==> src/rtl/viterbi_core_param_if.sv <==
// Symbol-in / decoded-bit-out bundle for the parametrised Viterbi core.
// The core sits on the slave side; the symbol source/sink is the master.
interface viterbi_core_param_if #(
    parameter int SOFT_W = 3
) ();
    logic              in_valid_i;
    logic              in_ready_o;
    logic              in_sop_i;
    logic              in_eop_i;
    logic [SOFT_W-1:0] sym0_i;
    logic [SOFT_W-1:0] sym1_i;
    logic              out_data_o;
    logic              out_valid_o;
    logic              out_last_o;

    modport master (
        output in_valid_i, in_sop_i, in_eop_i, sym0_i, sym1_i,
        input  in_ready_o, out_data_o, out_valid_o, out_last_o
    );

    modport slave (
        input  in_valid_i, in_sop_i, in_eop_i, sym0_i, sym1_i,
        output in_ready_o, out_data_o, out_valid_o, out_last_o
    );
endinterface

==> src/rtl/viterbi_core_param.sv <==
// Soft-decision rate-1/2 Viterbi decoder: per-state ACS in a generate loop,
// register-exchange survivors, min-subtract metric normalisation and a
// RUN/DRAIN FSM that flushes the state-0 survivor at end of frame.
module viterbi_core_param #(
    parameter int K        = 3,
    parameter int G0       = 7,
    parameter int G1       = 5,
    parameter int SOFT_W   = 3,
    parameter int TB_DEPTH = 15,
    parameter int METRIC_W = 8
) (
    input  logic                  clk,
    input  logic                  rst,
    viterbi_core_param_if.slave   bus
);
    localparam int N  = 1 << (K - 1);
    localparam int S  = K - 1;
    localparam int D  = TB_DEPTH;
    localparam int BW = SOFT_W + 1;
    localparam int CW = $clog2(TB_DEPTH + 1);

    localparam logic [K-1:0]        G0V     = K'(G0);
    localparam logic [K-1:0]        G1V     = K'(G1);
    localparam logic [SOFT_W-1:0]   SYM_MAX = '1;
    localparam logic [METRIC_W-1:0] PM_MAX  = '1;
    localparam logic [METRIC_W-1:0] PM_INIT = METRIC_W'(1) << (METRIC_W - 2);
    localparam logic [CW-1:0]       D_C     = CW'(D);
    localparam logic [CW-1:0]       DM1_C   = CW'(D - 1);

    typedef enum logic {RUN, DRAIN} state_t;

    state_t                      state;
    logic [N-1:0][METRIC_W-1:0]  pm, pm_use, pm_new, pm_norm;
    logic [N-1:0][D-2:0]         surv, surv_use;
    logic [N-1:0][D-1:0]         surv_new;
    logic [D-2:0]                surv0_lat;
    logic [CW-1:0]               cnt, cnt_base, cnt_after, drain_len, drain_idx;
    logic [METRIC_W-1:0]         pm_min;
    logic [S-1:0]                best;
    logic                        ready, accept;
    logic                        out_data, out_valid, out_last;

    assign accept          = bus.in_valid_i & ready;
    assign bus.in_ready_o  = ready;
    assign bus.out_data_o  = out_data;
    assign bus.out_valid_o = out_valid;
    assign bus.out_last_o  = out_last;

    // Cost of one branch: distance of both soft symbols from the expected coded bits.
    function automatic logic [BW-1:0] branch_metric(input logic [S-1:0] p, input logic b,
                                                    input logic [SOFT_W-1:0] y0,
                                                    input logic [SOFT_W-1:0] y1);
        logic [K-1:0]      r;
        logic [SOFT_W-1:0] k0, k1;
        r  = {b, p};
        k0 = (^(G0V & r)) ? SYM_MAX - y0 : y0;
        k1 = (^(G1V & r)) ? SYM_MAX - y1 : y1;
        return {1'b0, k0} + {1'b0, k1};
    endfunction

    // A sop symbol starts from the init metrics, empty survivors and a fresh count.
    always_comb begin
        pm_use = pm;
        if (bus.in_sop_i) begin
            pm_use    = {N{PM_INIT}};
            pm_use[0] = '0;
        end
        surv_use  = bus.in_sop_i ? '0 : surv;
        cnt_base  = bus.in_sop_i ? '0 : cnt;
        cnt_after = (cnt_base >= D_C) ? D_C : cnt_base + CW'(1);
        drain_len = (cnt_after < D_C) ? cnt_after : DM1_C;
    end

    // Add-compare-select per next state; ties go to the x=0 predecessor.
    for (genvar g = 0; g < N; g++) begin : g_acs
        localparam logic [S-1:0] NS = S'(g);
        localparam logic [S-1:0] P0 = {NS[S-2:0], 1'b0};
        localparam logic [S-1:0] P1 = {NS[S-2:0], 1'b1};
        logic [METRIC_W:0]   sum0, sum1;
        logic [METRIC_W-1:0] cand0, cand1;
        logic                take1;
        assign sum0  = {1'b0, pm_use[P0]} +
                       (METRIC_W+1)'(branch_metric(P0, NS[S-1], bus.sym0_i, bus.sym1_i));
        assign sum1  = {1'b0, pm_use[P1]} +
                       (METRIC_W+1)'(branch_metric(P1, NS[S-1], bus.sym0_i, bus.sym1_i));
        assign cand0 = sum0[METRIC_W] ? PM_MAX : sum0[METRIC_W-1:0];
        assign cand1 = sum1[METRIC_W] ? PM_MAX : sum1[METRIC_W-1:0];
        assign take1 = cand1 < cand0;
        assign pm_new[g]   = take1 ? cand1 : cand0;
        assign surv_new[g] = {(take1 ? surv_use[P1] : surv_use[P0]), NS[S-1]};
    end

    // Minimum new metric (lowest index wins ties) picks the output path and normalises.
    always_comb begin
        pm_min = pm_new[0];
        best   = '0;
        for (int i = 1; i < N; i++) begin
            if (pm_new[i] < pm_min) begin
                pm_min = pm_new[i];
                best   = S'(i);
            end
        end
        for (int i = 0; i < N; i++) pm_norm[i] = pm_new[i] - pm_min;
    end

    // RUN/DRAIN control, trellis state update and registered outputs.
    always_ff @(posedge clk or posedge rst) begin
        if (rst) begin
            state     <= RUN;
            ready     <= 1'b0;
            pm        <= {N{PM_INIT}} & ~{{(N-1)*METRIC_W{1'b0}}, {METRIC_W{1'b1}}};
            surv      <= '0;
            surv0_lat <= '0;
            cnt       <= '0;
            drain_idx <= '0;
            out_data  <= 1'b0;
            out_valid <= 1'b0;
            out_last  <= 1'b0;
        end else begin
            out_data  <= 1'b0;
            out_valid <= 1'b0;
            out_last  <= 1'b0;
            case (state)
                RUN: begin
                    ready <= 1'b1;
                    if (accept) begin
                        pm  <= pm_norm;
                        cnt <= cnt_after;
                        for (int i = 0; i < N; i++) surv[i] <= surv_new[i][D-2:0];
                        if (bus.in_eop_i) begin
                            // Zero tail forces the frame to end in state 0.
                            if (cnt_after >= D_C) begin
                                out_valid <= 1'b1;
                                out_data  <= surv_new[0][D-1];
                            end
                            surv0_lat <= surv_new[0][D-2:0];
                            drain_idx <= drain_len - CW'(1);
                            ready     <= 1'b0;
                            state     <= DRAIN;
                        end else if (cnt_after >= D_C) begin
                            out_valid <= 1'b1;
                            out_data  <= surv_new[best][D-1];
                        end
                    end
                end
                DRAIN: begin
                    out_valid <= 1'b1;
                    out_data  <= surv0_lat[drain_idx];
                    if (drain_idx == '0) begin
                        out_last <= 1'b1;
                        ready    <= 1'b1;
                        state    <= RUN;
                    end else begin
                        drain_idx <= drain_idx - CW'(1);
                    end
                end
                default: state <= RUN;
            endcase
        end
    end
endmodule
==> src/flat_wrapper.sv <==
// flat-port wrapper written by rule: the top's interface ports become plain ports
module viterbi_core_param_flat 
#(
    parameter int K        = 3,
    parameter int G0       = 7,
    parameter int G1       = 5,
    parameter int SOFT_W   = 3,
    parameter int TB_DEPTH = 15,
    parameter int METRIC_W = 8
)
  (clk, rst, bus_in_valid_i, bus_in_sop_i, bus_in_eop_i, bus_sym0_i, bus_sym1_i, bus_in_ready_o, bus_out_data_o, bus_out_valid_o, bus_out_last_o);
  viterbi_core_param_if #(.SOFT_W(SOFT_W)) bus_i ();
  input  logic clk;
  input  logic rst;
  input wire logic [$bits(bus_i.in_valid_i)-1:0] bus_in_valid_i;
  input wire logic [$bits(bus_i.in_sop_i)-1:0] bus_in_sop_i;
  input wire logic [$bits(bus_i.in_eop_i)-1:0] bus_in_eop_i;
  input wire logic [$bits(bus_i.sym0_i)-1:0] bus_sym0_i;
  input wire logic [$bits(bus_i.sym1_i)-1:0] bus_sym1_i;
  output wire logic [$bits(bus_i.in_ready_o)-1:0] bus_in_ready_o;
  output wire logic [$bits(bus_i.out_data_o)-1:0] bus_out_data_o;
  output wire logic [$bits(bus_i.out_valid_o)-1:0] bus_out_valid_o;
  output wire logic [$bits(bus_i.out_last_o)-1:0] bus_out_last_o;
  assign bus_i.in_valid_i = bus_in_valid_i;
  assign bus_i.in_sop_i = bus_in_sop_i;
  assign bus_i.in_eop_i = bus_in_eop_i;
  assign bus_i.sym0_i = bus_sym0_i;
  assign bus_i.sym1_i = bus_sym1_i;
  assign bus_in_ready_o = bus_i.in_ready_o;
  assign bus_out_data_o = bus_i.out_data_o;
  assign bus_out_valid_o = bus_i.out_valid_o;
  assign bus_out_last_o = bus_i.out_last_o;
  viterbi_core_param #(.K(K), .G0(G0), .G1(G1), .SOFT_W(SOFT_W), .TB_DEPTH(TB_DEPTH), .METRIC_W(METRIC_W)) u_core (.clk(clk), .rst(rst), .bus(bus_i));
endmodule
==> config.mk <==
export PLATFORM = sky130hd
export DESIGN_NAME = viterbi_core_param_flat
export DESIGN_NICKNAME = d
export VERILOG_FILES = /design/src/rtl/viterbi_core_param_if.sv /design/src/rtl/viterbi_core_param.sv /design/src/flat_wrapper.sv
export SDC_FILE = /design/constraint.sdc
export NUM_CORES = 1
export LEC_CHECK = 0
export ABC_AREA = 1
export BUFFER_PORTS_ARGS = -buffer_cell sky130_fd_sc_hd__buf_2
export CAP_MARGIN = 0
export CORE_MARGIN = 2
export CORE_UTILIZATION = 60
export CTS_BUF_LIST = sky130_fd_sc_hd__clkbuf_4 sky130_fd_sc_hd__clkbuf_8 sky130_fd_sc_hd__clkbuf_16
export CTS_CLUSTER_DIAMETER = 80
export CTS_CLUSTER_SIZE = 24
export DETAILED_ROUTE_END_ITERATION = 16
export GPL_ROUTABILITY_DRIVEN = 0
export PLACE_DENSITY = 0.76
export SYNTH_ARGS = -nofsm -noshare
export SYNTH_HDL_FRONTEND = slang
export SYNTH_SLANG_ARGS = --single-unit
==> constraint.sdc <==
create_clock -name clk -period 11.2 [get_ports clk]
set_clock_uncertainty 0.1 [all_clocks]
set_input_delay 3.36 -clock clk [delete_from_list [all_inputs] [get_ports clk]]
set_output_delay 3.36 -clock clk [all_outputs]
set_load 0.03 [all_outputs]
=== Word-level counts from Yosys, hierarchy flattened ===
Cells that the tools add are included.

* Flip-flop bits (word level): 112
* Input bits: 11
* Output and inout port bits: 4
* Logic and storage cells: 112

* $add $sub $neg: 21
* Magnitude comparators: 12
* Equality and inequality tests: 4
* Mux-type cells: 53
* Bitwise operators: 2
* Reduce and logical (&&, ||, !) cells: 4

{| class="wikitable"
|+ Operator list
! kind !! number
|-
| 8-bit two-way mux || 15
|-
| 8-bit by 4-bit adder with 9-bit output || 8
|-
| 8-bit less-than comparator || 7
|-
| 14-bit two-way mux || 4
|-
| 56-bit two-way mux || 1
|-
| 32-bit two-way mux || 1
|-
| 8-bit subtractor || 4
|-
| 15-bit binary-select mux with 2-bit select || 1
|-
| 4-bit two-way mux || 6
|-
| 3-bit by 3-bit adder with 4-bit output || 4
|-
| 1-bit two-way mux || 16
|-
| 15-bit two-way mux || 1
|-
| 4-bit greater-or-equal comparator (second input constant) || 2
|-
| 1-bit one-hot mux with 2 select lines || 4
|-
| 4-bit one-hot mux with 2 select lines || 1
|-
| 4-bit by 1-bit subtractor with 4-bit output (second input constant) || 2
|-
| 2-bit != test (second input constant) || 3
|-
| 3-bit AND reduction || 2
|-
| 3-bit subtractor (first input constant) || 2
|-
| 4-bit by 5-bit less-than comparator with 1-bit output (second input constant) || 1
|-
| 4-bit by 1-bit adder with 4-bit output (second input constant) || 1
|-
| 1-bit binary-select mux with 4-bit select || 1
|-
| 4-bit zero test || 1
|-
| 4-bit less-than comparator (second input constant) || 1
|-
| 6 further kinds || 7
|}

=== Depth between registers and ports, before layout ===
* Depth after elaboration: 18
* Depth in mapped cells: 67
* Mapped depth without buffers: 63

=== Least setup slack after synthesis ===
OpenSTA, ideal clock, no wires.

* Path type: input to register
* Start point: input port bus_in_sop_i
* End point: register u_core.pm[30] in the netlist's numbering
* Library setup time: 0.076 ns
* Data arrival time: 12.968 ns
* Data required time: 11.024 ns
* Setup slack: -1.944 ns
* Stages: 60
* Buffers on the path: 9
* Cell sequence: buf_6 -> clkbuf_1 -> buf_1 -> clkbuf_1 -> buf_1 -> nor2_1 -> ha_1 -> nand3_1 -> and2_1 -> inv_1 -> a21oi_1 -> nor2_1 -> inv_1 -> o21ai_0 -> nand3_1 -> ha_1 -> nand2_1 -> nor2_1 -> [... 24 more ...] -> nor2_1 -> a211oi_1 -> nand2_4 -> buf_2 -> o21ai_0 -> ha_1 -> inv_1 -> ha_1 -> inv_1 -> nand2_1 -> nand2_1 -> nand3_1 -> nand3_1 -> nand2_1 -> nand2_1 -> nand2_1 -> nand3_1 -> nand2_1

* Word-level cells in the longest chain between the ends: 12
* Elaborated cells between the ends (all ways): 32
* Those cells by class: add/sub (9); order compare (7); mux (16)

{| class="wikitable"
|+ RTL lines
! item !! RTL line !! source
|-
| start: declaration || flat_wrapper.sv:16 || <nowiki>input wire logic [$bits(bus_i.in_sop_i)-1:0] bus_in_sop_i;</nowiki>
|-
| 32-bit two-way mux (*) || viterbi_core_param.sv:64 || <nowiki>if (bus.in_sop_i) begin</nowiki>
|-
| 8-bit by 4-bit adder with 9-bit output, on equally long branches || viterbi_core_param.sv:84, viterbi_core_param.sv:82 ||
|-
| 8-bit two-way mux, on equally long branches || viterbi_core_param.sv:87, viterbi_core_param.sv:86 ||
|-
| 8-bit less-than comparator || viterbi_core_param.sv:88 || <nowiki>assign take1 = cand1 < cand0;</nowiki>
|-
| 8-bit two-way mux || viterbi_core_param.sv:89 || <nowiki>assign pm_new[g] = take1 ? cand1 : cand0;</nowiki>
|-
| 8-bit less-than comparator || viterbi_core_param.sv:98 || <nowiki>if (pm_new[i] < pm_min) begin</nowiki>
|-
| 8-bit two-way mux || viterbi_core_param.sv:98 ||
|-
| 8-bit less-than comparator || viterbi_core_param.sv:98 ||
|-
| 8-bit two-way mux || viterbi_core_param.sv:98 ||
|-
| 8-bit less-than comparator || viterbi_core_param.sv:98 ||
|-
| 8-bit two-way mux || viterbi_core_param.sv:98 ||
|-
| 8-bit subtractor (*) || viterbi_core_param.sv:103 || <nowiki>for (int i = 0; i < N; i++) pm_norm[i] = pm_new[i] - pm_min;</nowiki>
|-
| end signal: assignment || viterbi_core_param.sv:111 || <nowiki>pm <= {N{PM_INIT}} & ~{{(N-1)*METRIC_W{1'b0}}, {METRIC_W{1'b1}}};</nowiki>
|-
| end signal: assignment || viterbi_core_param.sv:127 || <nowiki>pm <= pm_norm;</nowiki>
|-
| end: declaration || viterbi_core_param.sv:33 || <nowiki>logic [N-1:0][METRIC_W-1:0] pm, pm_use, pm_new, pm_norm;</nowiki>
|}

Mark *: on every way between the ends. The rest lies on a longest branch, timed or not.
A chain may end at the register's enable or synchronous reset.

=== Final worst setup path ===
* Start point: input port bus_sym1_i[0]
* End point: register u_core.pm[14] in the netlist's numbering

* Word-level cells in the longest chain between the ends: 13
* Elaborated cells between the ends (all ways): 36
* Those cells by class: add/sub (14); order compare (7); mux (15)

{| class="wikitable"
|+ RTL lines
! item !! RTL line !! source
|-
| start: declaration || flat_wrapper.sv:19 || <nowiki>input wire logic [$bits(bus_i.sym1_i)-1:0] bus_sym1_i;</nowiki>
|-
| 3-bit subtractor || -- ||
|-
| 3-bit by 3-bit adder with 4-bit output || viterbi_core_param.sv:58 || <nowiki>return {1'b0, k0} + {1'b0, k1};</nowiki>
|-
| 8-bit by 4-bit adder with 9-bit output || viterbi_core_param.sv:84 || <nowiki>assign sum1 = {1'b0, pm_use[P1]} +</nowiki>
|-
| 8-bit two-way mux || viterbi_core_param.sv:87 || <nowiki>assign cand1 = sum1[METRIC_W] ? PM_MAX : sum1[METRIC_W-1:0];</nowiki>
|-
| 8-bit less-than comparator || viterbi_core_param.sv:88 ||
|-
| 8-bit two-way mux || viterbi_core_param.sv:89 ||
|-
| 8-bit less-than comparator || viterbi_core_param.sv:98 ||
|-
| 8-bit two-way mux || viterbi_core_param.sv:98 ||
|-
| 8-bit less-than comparator || viterbi_core_param.sv:98 ||
|-
| 8-bit two-way mux || viterbi_core_param.sv:98 ||
|-
| 8-bit less-than comparator || viterbi_core_param.sv:98 ||
|-
| 8-bit two-way mux || viterbi_core_param.sv:98 ||
|-
| 8-bit subtractor (*) || viterbi_core_param.sv:103 ||
|}

Marked as above.

==> results_dict.tcl <==
set metrics [dict create \
    syn_inst 1674 \
    fmax_ghz 0.0902 \
    die_area_sq_um 19000 \
    grt_pass1_vias 10700 \
    first_iter_violations 1211 \
    final_antenna_net_count 0 \
    cts_sinks 107 \
    async_reset_ff_frac 1.00 \
    design_area_sq_um 13500 \
    ys_seq_elements 107 \
    met1_length_um 14700 \
    timing_hold_violations_final 0 \
    slowest_delay_ns 0.58 \
    grt_max_degree 101 \
    hp-class "reg -> reg" \
    place_area_sq_um 12400 \
    dr_wl_met2_um 15400 \
    maxCapViolCount 0 \
    avgRoutedWirePerCell_um 16.3 \
    critPathLaunchType "input pin" \
    drive_gt1_frac 0.242 \
    place.port_buffers 14 \
    ys_types 48 \
    drcViolationCount 0 \
    cp.required_ns 11.40 \
    finalSetupViolCount 0 \
    dpl.hpwl_um 24700 \
    die_w_um 138 \
    cts-root-buf "clkbuf_16" \
    layout.nets 1958 \
    routed-wl-met3_um 2550 \
    crit_start "bus_sym1_i[0]" \
    drt-total-wl_um 33800 \
    diodes 0 \
    drv_slew 0 \
    grtUsageTotal 0.346 \
    firstDrtPassIters 6 \
    r2r-start "u_core.pm[16]" \
    clk_latency_ns 0.37 \
    vias 11900 \
    cts_made_buffers 9 \
    crit_fanout 7 \
    clk_path_buf_depth 2 \
    num_rows 48 \
    fin_crit_ns 11.09 \
    cts_max_level 3 \
    syn_nets 1793 \
    r2r_end "u_core.pm[14]" \
    end_kind "flip-flop" \
    ys_seq_area_frac 0.250 \
    clk_pin_slew_ns 0.07 \
    top_layer_used "met4" \
    syn_area_sq_um 10700 \
    synth_edf_count 0 \
    reg2reg_slack_ns 3.35 \
    fp.dieH_um 138 \
    area_growth_pct 25.6 \
    setup.worst_path.class "in -> reg" \
    crit_arrival_ns 11.30 \
    tightest_slew_ns 1.05 \
    rsz0062_at_grt "true" \
    whs_path_depth 2 \
    outcome "finished, final reports clean" \
    post-route-util 0.775 \
    slew_headroom 0.303 \
    synth_warnings 0 \
    crit_path_end "u_core.pm[14]" \
    antenna_found_initial 0 \
    r2r_cells 57 \
    globalRouteOverflowTotal 0 \
    ys.flop_type "dfrtp_1" \
    avgViaCountPerCell 5.78 \
    grt_pass1_wl_um 51700 \
    core_sq_um 17400 \
    initial_utilization 0.617 \
    cp_slowest_cell "fa_2" \
    cts_hold_buf 0 \
    ios 15 \
    timing.final.crit_share 0.990 \
    postSynthAreaPerCell_sq_um 6.42 \
    crit_path_frequent_cell "nand2_1" \
    cts_tree "built" \
]
[sequential cells by signal, indices dropped and copies added, names as in the netlist]
signal / count
u_core.surv: 50
u_core.pm: 32
u_core.surv0_lat: 12
u_core.cnt: 4
u_core.drain_idx: 4
u_core.bus.in_ready_o: 1
u_core.bus.out_data_o: 1
u_core.bus.out_last_o: 1
u_core.bus.out_valid_o: 1
u_core.state: 1
[routing by layer]
metal / GRT usage / vias to the layer above
met1: 0.473 / 5530
met2: 0.552 / 544
li1: - / 5774
met3: 0.0570 / 101
met5: 0 / -
met4: 0.128 / 0
[through the flow]
step                setup slack, ns  setup TNS, ns  hold WS (ns)  std cells
finish                        0.108              0         0.381       2069
CTS                          0.0242              0         0.386       2042
global placement             -0.182          -1.46         0.354       2026
detailed placement           -0.423          -6.66         0.367       2026
global route                 -0.317          -5.78         0.397       2069
floorplan                    -0.218          -1.27         0.340       1674
[critical path, delay by kind of cell]
kind / cells / cell delay, ns
simple gates: 26 / 2.30
compound gates: 11 / 2.01
buf+inv: 15 / 1.45
fa+ha+maj: 9 / 2.16
[how the worst min path moves through the flow]
stage                         from             endpoint  slack [ns]
2_1_floorplan      u_core.surv[42]      u_core.surv[42]        0.34
5_1_grt        u_core.surv0_lat[9]  u_core.surv0_lat[9]        0.40
6_report       u_core.surv0_lat[5]  u_core.surv0_lat[5]        0.38
4_1_cts        u_core.surv0_lat[5]  u_core.surv0_lat[5]        0.39
3_5_place_dp       u_core.surv[42]      u_core.surv[42]        0.37
3_3_place_gp       u_core.surv[42]      u_core.surv[42]        0.35
[synthesized netlist by cell type (all sizes together) (2+ instances only)]
library cell  number  share of area
xor2              10         0.0082
a211oi             8         0.0056
fa                12          0.022
o22ai              5         0.0029
clkinv             4         0.0014
a31oi              7         0.0041
inv              222          0.078
and2               2         0.0012
xnor2              9         0.0073
ha                96           0.11
nand4             14         0.0082
o21ai            164          0.077
dfrtp            104           0.24
o21a               4         0.0028
o21bai             9         0.0063
nor3               6         0.0033
or2               12         0.0070
nand3b             7         0.0049
nand2            515           0.19
o211ai             5         0.0040
nand3            158          0.077
a21oi             78          0.037
clkbuf            38          0.013
o31ai              4         0.0028
a22o              10         0.0082
nor2             149          0.055
buf               11         0.0065
nor4               2         0.0012
dfstp              3         0.0073
[layout make-up]
type	instances	area [sq um]
fillers	1306	3930
well taps	225	282
clock buffers	10	239
multi-input cells	1294	7830
repair inverters	1	7.51
flip-flops and latches	107	2680
clock inverters	6	72.6
repair buffers	200	1510
inverters	226	873
[what timing repair did]
action | CTS | global route
resized for setup | 5 | 148
cloned | 0 | 3
endpoints found under the hold margin | 0 | 0
setup endpoints to repair | 3 | 32
pin swaps | 1 | 70
buffers inserted | 0 | 25
[cells by family after synthesis]
group           Yosys count  share of synthesized area
mux                       2                    0.00198
buf+inv                 275                     0.0987
compound gates          297                      0.152
fa+ha+maj               108                      0.134
flops                   107                      0.250
simple gates            866                      0.348
xor+xnor                 19                     0.0155
[layout by cell type, fill, tap and decap left out, types with 9 or more instances in the layout]
cell type / count
buf_2: 12
a21oi_2: 15
inv_2: 30
ha_1: 68
o21ai_2: 14
nand3_2: 20
buf_4: 182
or2_2: 12
a22o_1: 10
ha_4: 21
nand2_1: 467
nand4_1: 14
nor2_2: 16
inv_1: 186
clkbuf_16: 9
o21bai_1: 9
nor2_1: 129
xor2_1: 9
o21ai_1: 16
nand2_4: 11
a21oi_1: 61
nand2_2: 38
dfrtp_1: 104
nand3_1: 134
o21ai_0: 127
Power is left out: the tool's default activity adds up to more than one toggle a clock period on the data nets, which glitch-free logic cannot reach.
